[src/rtl/rom_burst_pkg.sv]
// Shared types and default widths for the ROM burst reader.
package rom_burst_pkg;

    typedef enum logic [1:0] {
        IDLE  = 2'd0,
        ISSUE = 2'd1,
        DRAIN = 2'd2
    } state_t;

    localparam int DEFAULT_DATA_WIDTH = 8;
    localparam int DEFAULT_ADDR_WIDTH = 10;
    localparam int DEFAULT_FIFO_DEPTH = 4;

endpackage

[src/rtl/rom_burst_fifo.sv]
// Output buffer for the burst reader: synchronous FIFO of {last, data}.
// Reset flushes both the pointers and the storage so the head reads zero.
module rom_burst_fifo #(
    parameter int WIDTH = 9,
    parameter int DEPTH = 4
) (
    input  logic                     clk,
    input  logic                     reset,
    input  logic                     push,
    input  logic [WIDTH-1:0]         push_data,
    input  logic                     pop,
    output logic [WIDTH-1:0]         pop_data,
    output logic [$clog2(DEPTH):0]   count,
    output logic                     full,
    output logic                     empty
);
    localparam int PW = $clog2(DEPTH);

    logic [WIDTH-1:0] mem_r [DEPTH];
    logic [PW-1:0]    wr_ptr_r;
    logic [PW-1:0]    rd_ptr_r;
    logic [PW:0]      count_r;

    // Storage, pointers and occupancy; pop on empty is prevented by the reader.
    always_ff @(posedge clk) begin
        if (reset) begin
            for (int i = 0; i < DEPTH; i++) begin
                mem_r[i] <= {WIDTH{1'b0}};
            end
            wr_ptr_r <= {PW{1'b0}};
            rd_ptr_r <= {PW{1'b0}};
            count_r  <= {(PW+1){1'b0}};
        end else begin
            if (push) begin
                mem_r[wr_ptr_r] <= push_data;
                wr_ptr_r        <= wr_ptr_r + PW'(1);
            end
            if (pop) begin
                rd_ptr_r <= rd_ptr_r + PW'(1);
            end
            case ({push, pop})
                2'b10:   count_r <= count_r + (PW+1)'(1);
                2'b01:   count_r <= count_r - (PW+1)'(1);
                default: count_r <= count_r;
            endcase
        end
    end

    assign pop_data = mem_r[rd_ptr_r];
    assign count    = count_r;
    assign full     = (count_r == (PW+1)'(DEPTH));
    assign empty    = (count_r == {(PW+1){1'b0}});

endmodule

[src/rtl/rom_burst_reader.sv]
// Burst initiator for a single-port ROM: issues sequential reads and streams words out.
// Optional macro ROM_BURST_CHECKSUM_EN adds a per-burst XOR checksum output.
module rom_burst_reader
    import rom_burst_pkg::*;
#(
    parameter int DATA_WIDTH = DEFAULT_DATA_WIDTH,
    parameter int ADDR_WIDTH = DEFAULT_ADDR_WIDTH,
    parameter int FIFO_DEPTH = DEFAULT_FIFO_DEPTH
) (
    input  logic                  clk,
    input  logic                  reset,
    input  logic                  req_valid,
    output logic                  req_ready,
    input  logic [ADDR_WIDTH-1:0] req_addr,
    input  logic [ADDR_WIDTH-1:0] req_len,
    output logic                  rom_cs,
    output logic [ADDR_WIDTH-1:0] rom_addr,
    input  logic [DATA_WIDTH-1:0] rom_dout,
    output logic                  out_valid,
    input  logic                  out_ready,
    output logic [DATA_WIDTH-1:0] out_data,
    output logic                  out_last,
`ifdef ROM_BURST_CHECKSUM_EN
    output logic [DATA_WIDTH-1:0] checksum,
`endif
    output logic                  busy
);
    localparam int CW = $clog2(FIFO_DEPTH) + 1;

    state_t                state_r, state_s;
    logic [ADDR_WIDTH-1:0] cur_addr_r;
    logic [ADDR_WIDTH-1:0] remaining_r;
    logic                  rom_cs_r;
    logic [ADDR_WIDTH-1:0] rom_addr_r;
    logic [1:0]            pipe_r;
    logic [1:0]            last_pipe_r;
    logic                  busy_r;
    logic                  req_ready_r;

    logic                  issue_s;
    logic                  accept_s;
    logic                  credit_s;
    logic                  pop_s;
    logic                  final_s;
    logic [1:0]            inflight_s;
    logic [CW-1:0]         fifo_count_s;
    logic                  fifo_full_s;
    logic                  fifo_empty_s;
    logic [DATA_WIDTH:0]   head_s;

    // Credit counts only registered occupancy, so a same-cycle pop never frees a slot early.
    assign inflight_s = {1'b0, pipe_r[0]} + {1'b0, pipe_r[1]};
    assign credit_s   = !fifo_full_s &&
                        (({1'b0, fifo_count_s} + {{(CW-1){1'b0}}, inflight_s}) < (CW+1)'(FIFO_DEPTH));
    assign final_s    = (remaining_r == {ADDR_WIDTH{1'b0}});
    assign out_valid  = !fifo_empty_s;
    assign pop_s      = out_valid && out_ready;

    // Next-state and issue decision.
    always_comb begin
        state_s  = state_r;
        issue_s  = 1'b0;
        accept_s = 1'b0;
        case (state_r)
            IDLE: begin
                accept_s = req_valid;
                if (req_valid) begin
                    state_s = ISSUE;
                end else begin
                    state_s = IDLE;
                end
            end
            ISSUE: begin
                issue_s = credit_s;
                if (credit_s && final_s) begin
                    state_s = DRAIN;
                end else begin
                    state_s = ISSUE;
                end
            end
            DRAIN: begin
                if (pop_s && head_s[DATA_WIDTH]) begin
                    state_s = IDLE;
                end else begin
                    state_s = DRAIN;
                end
            end
            default: state_s = IDLE;
        endcase
    end

    // State register, address/length counters, ROM strobes and read-latency pipeline.
    always_ff @(posedge clk) begin
        if (reset) begin
            state_r     <= IDLE;
            busy_r      <= 1'b0;
            req_ready_r <= 1'b1;
            cur_addr_r  <= {ADDR_WIDTH{1'b0}};
            remaining_r <= {ADDR_WIDTH{1'b0}};
            rom_cs_r    <= 1'b0;
            rom_addr_r  <= {ADDR_WIDTH{1'b0}};
            pipe_r      <= 2'b00;
            last_pipe_r <= 2'b00;
        end else begin
            state_r     <= state_s;
            busy_r      <= (state_s != IDLE);
            req_ready_r <= (state_s == IDLE);
            if (accept_s) begin
                cur_addr_r  <= req_addr;
                remaining_r <= req_len;
            end else if (issue_s) begin
                cur_addr_r  <= cur_addr_r + ADDR_WIDTH'(1);
                remaining_r <= remaining_r - ADDR_WIDTH'(1);
            end
            rom_cs_r <= issue_s;
            if (issue_s) begin
                rom_addr_r <= cur_addr_r;
            end
            pipe_r      <= {pipe_r[0], issue_s};
            last_pipe_r <= {last_pipe_r[0], issue_s && final_s};
        end
    end

    rom_burst_fifo #(
        .WIDTH (DATA_WIDTH + 1),
        .DEPTH (FIFO_DEPTH)
    ) u_fifo (
        .clk       (clk),
        .reset     (reset),
        .push      (pipe_r[1]),
        .push_data ({last_pipe_r[1], rom_dout}),
        .pop       (pop_s),
        .pop_data  (head_s),
        .count     (fifo_count_s),
        .full      (fifo_full_s),
        .empty     (fifo_empty_s)
    );

    assign out_data  = head_s[DATA_WIDTH-1:0];
    assign out_last  = head_s[DATA_WIDTH];
    assign rom_cs    = rom_cs_r;
    assign rom_addr  = rom_addr_r;
    assign busy      = busy_r;
    assign req_ready = req_ready_r;

`ifdef ROM_BURST_CHECKSUM_EN
    logic [DATA_WIDTH-1:0] checksum_r;

    // Running XOR of accepted beats, cleared when a new burst is accepted.
    always_ff @(posedge clk) begin
        if (reset) begin
            checksum_r <= {DATA_WIDTH{1'b0}};
        end else if (accept_s) begin
            checksum_r <= {DATA_WIDTH{1'b0}};
        end else if (pop_s) begin
            checksum_r <= checksum_r ^ out_data;
        end
    end

    assign checksum = checksum_r;
`endif

endmodule

[config.mk]
export PLATFORM = sky130hd
export DESIGN_NAME = rom_burst_reader
export DESIGN_NICKNAME = d
export VERILOG_FILES = /design/src/rtl/rom_burst_pkg.sv /design/src/rtl/rom_burst_fifo.sv /design/src/rtl/rom_burst_reader.sv
export SDC_FILE = /design/constraint.sdc
export NUM_CORES = 1
export LEC_CHECK = 0
export CORE_MARGIN = 2
export CORE_UTILIZATION = 30
export DETAILED_ROUTE_END_ITERATION = 16
export GPL_TIMING_DRIVEN = 0
export PLACE_DENSITY = 0.47
export SLEW_MARGIN = 30
export SYNTH_ARGS = -nofsm -noshare
export SYNTH_HDL_FRONTEND = slang
export SYNTH_SLANG_ARGS = --single-unit
[constraint.sdc]
create_clock -name clk -period 4 [get_ports clk]
set_clock_uncertainty 0.2 [all_clocks]
set_input_delay 1.2 -clock clk [delete_from_list [all_inputs] [get_ports clk]]
set_output_delay 1.2 -clock clk [all_outputs]
set_load 0.05 [all_outputs]
==> results.json <==
{
  "wl_um": 8460,
  "reg2reg_slack_ns": 1.45,
  "hold_path_end": "last_pipe_r[1]",
  "placed_cells": 531,
  "slowest_delay_ns": 0.82,
  "antenna_found_initial": 0,
  "finish.instance_area_um2": 4750,
  "drt_iter0_markers": 82,
  "place_ws_ns": 0.313,
  "top_layer_used": "met4",
  "seq_power_share_pct": 41.9,
  "area_growth_pct": 28.9,
  "maxSlewViolCount": 0,
  "ys_top_cells_by_count": "dfxtp_1 (47), and2_1 (38), edfxtp_1 (36)",
  "wl_met2_um": 3930,
  "overflow": 0,
  "grt_pass1_wl_um": 13600,
  "fin_crit_ns": 3.71,
  "antenna_left": 0,
  "grt_pass1_vias": 2613,
  "post_dp_cell_area_um2": 4430,
  "grtUsageTotal_pct": 13.9,
  "die_w_um": 115,
  "synth_most_common_cell": "dfxtp_1",
  "dieHeight_um": 115,
  "netlist_instances": 330,
  "hold_slack_ns": 0.245,
  "cts_sinks": 83,
  "setup_viol": 0,
  "cts-hold-fix-buffers": 0,
  "final_cells": 547,
  "final_util_pct": 39.6,
  "arrival_ns": 2.31,
  "cts_inserted_buffers": 9,
  "swShare_pct": 29.4,
  "crit_path_cell_trace": "buf_1 > mux4_2 > clkdlybuf4s50_1",
  "post-cts-setup-buffers": 0,
  "io_pins": 55,
  "path_clk_slew_ns": 0.06,
  "syn_nets": 368,
  "met1_length_um": 3980,
  "synthTopCellsByArea": "edfxtp_1 (29%), dfxtp_1 (26%), and2_1 (6.4%), mux4_2 (5.5%), nand2_1 (3.5%)",
  "root_buffer": "clkbuf_16",
  "netlist.top_cell.by_area": "edfxtp_1",
  "post_drt_wl_per_cell_um": 15.5,
  "synth_top_area_share_pct": 29.3,
  "timing.setup.tns_ns": 0,
  "htree_levels": 3,
  "layout-drive-gt1-share_pct": 10.8,
  "crit_fanout": 9,
  "critPathLaunchType": "register",
  "ys_types": 50,
  "slew_headroom_pct": 54.4,
  "synth_flop_cell": "dfxtp_1",
  "core_um2": 12000,
  "start_util_pct": 30.7,
  "ys_warn_count": 0,
  "r2r-end": "u_fifo.count[2]",
  "layout_setup_ws_ns": 0.287,
  "drc": 0,
  "synth-edff-count": 36,
  "clkPwrFrac_pct": 37.1,
  "status": "finished, final reports clean",
  "row_count": 40,
  "internal_power_mw": 1.70,
  "ff2ff_path_depth": 9,
  "cap_violations": 0,
  "fmax_mhz": 269,
  "holdPathStages": 1,
  "dpl.hpwl_um": 5790,
  "tightest_slew_ns": 0.681,
  "wl_met3_um": 372,
  "drt-vias-per-instance": 4.77,
  "diodes": 0,
  "crit_buf_inv": 2,
  "nets": 433,
  "hold_viol_final": 0,
  "p_leak_nw": 1.70,
  "cts_resized": 0,
  "portBuffers": 54,
  "hp-start": "last_pipe_r[0]",
  "netlist_area_um2": 3690,
  "slowest_stage": "clkdlybuf4s50_1",
  "cp_top_family": "buffers and inverters",
  "required_ns": 2.60,
  "cts_tree": "built",
  "r2r-start": "u_fifo.count[1]",
  "power.switching_mw": 0.707,
  "combPwrFrac_pct": 20.9,
  "p_per_area_nw_per_um2": 506,
  "first_pass_iters": 4,
  "die-area_um2": 13200,
  "min_path_type": "register to register",
  "clkLatencyLatePin_ns": 0.34,
  "rsz0062_at_grt": "no",
  "ys_seq_elements": 83,
  "cts.path.max_buffers": 2,
  "total_power_mw": 2.40,
  "gp_congestion": 0.774,
  "syn_area_per_cell_um2": 11.2,
  "finalCritPeriodShare_pct": 92.8,
  "grt_start_max_net_pins": 15,
  "ir_drop_uv": 156,
  "endpoint_kind": "output port",
  "vias": 2611,
  "synthArstFlopShare_pct": 0,
  "worst-setup-path-type": "register to output port",
  "ys_seq_area_share_pct": 54.8
}
## worst max-delay path by stage
stage                   start                 end  slack [ns]  cells past startpoint
floorplan           out_ready     u_fifo.count[2]        1.10                      8
global placement        reset  u_fifo.mem_r[2][1]        0.07                      4
detailed placement      reset  u_fifo.mem_r[1][1]        0.31                      4
CTS                  register            out_last        0.24                      3
global route         register            out_last        0.19                      3
finish               register            out_last        0.29                      3
## sequential cells by signal, summed over array words and instances (netlist names), named ones only
name             count
u_fifo.mem_r        36
cur_addr_r          10
remaining_r         10
rom_addr            10
u_fifo.count         3
last_pipe_r          2
pipe_r               2
state_r              2
u_fifo.rd_ptr_r      2
u_fifo.wr_ptr_r      2
busy                 1
req_ready            1
## metal layers
| metal | vias to the layer above | global-route usage [%] |
|---|---|---|
| met5 | - | 0 |
| met4 | 0 | 6.75 |
| met3 | 12 | 3.48 |
| met2 | 63 | 21.5 |
| met1 | 1239 | 18.1 |
| li1 | 1297 | - |
## area by class of cell
cell class / count / area [µm²]
Clock inverter: 5 / 57.6
Tap cell: 147 / 184
Fill cell: 1187 / 7260
Inverter: 7 / 26.3
Sequential cell: 83 / 2020
Buffer: 15 / 62.6
Timing Repair Buffer: 54 / 541
Clock buffer: 11 / 264
Multi-Input combinational cell: 225 / 1600
## power groups by stage
stage | sequential, mW | clock (mW) | combinational (mW)
detailed placement | 1.03 | 0 | 0.509
floorplan | 1.05 | 0 | 0.319
global route | 1.02 | 0.952 | 0.548
CTS | 1.01 | 0.910 | 0.511
global placement | 1.03 | 0 | 0.508
finish | 1.01 | 0.893 | 0.503
## placed cells by master (no fill, tap or decap), types with 3 or more instances in the layout
cell type	count
nand3_1	5
a211oi_1	12
nor2_1	32
nand4_1	6
ha_1	5
clkdlybuf4s50_1	54
clkbuf_16	10
dfxtp_1	47
xnor2_1	7
inv_1	8
nand2_1	34
mux4_2	9
clkbuf_1	11
a21oi_1	19
and2_1	38
and3_1	3
edfxtp_1	36
xor2_1	13
## cell families (layout without fill, tap and decap cells)
| logic type | count (synthesis) | in the layout | share of synthesized area (%) |
|---|---|---|---|
| AND/OR/NAND/NOR | 142 | 142 | 20.8 |
| AO/OA/AOI/OAI | 47 | 47 | 9.19 |
| flip-flops | 83 | 83 | 54.8 |
| adder cells (fa/ha/maj) | 6 | 6 | 2.24 |
| multiplexers | 10 | 10 | 5.77 |
| buffers and inverters | 22 | 92 | 2.41 |
| XOR/XNOR | 20 | 20 | 4.75 |
No activity file was read; power rests on OpenSTA's default activity.
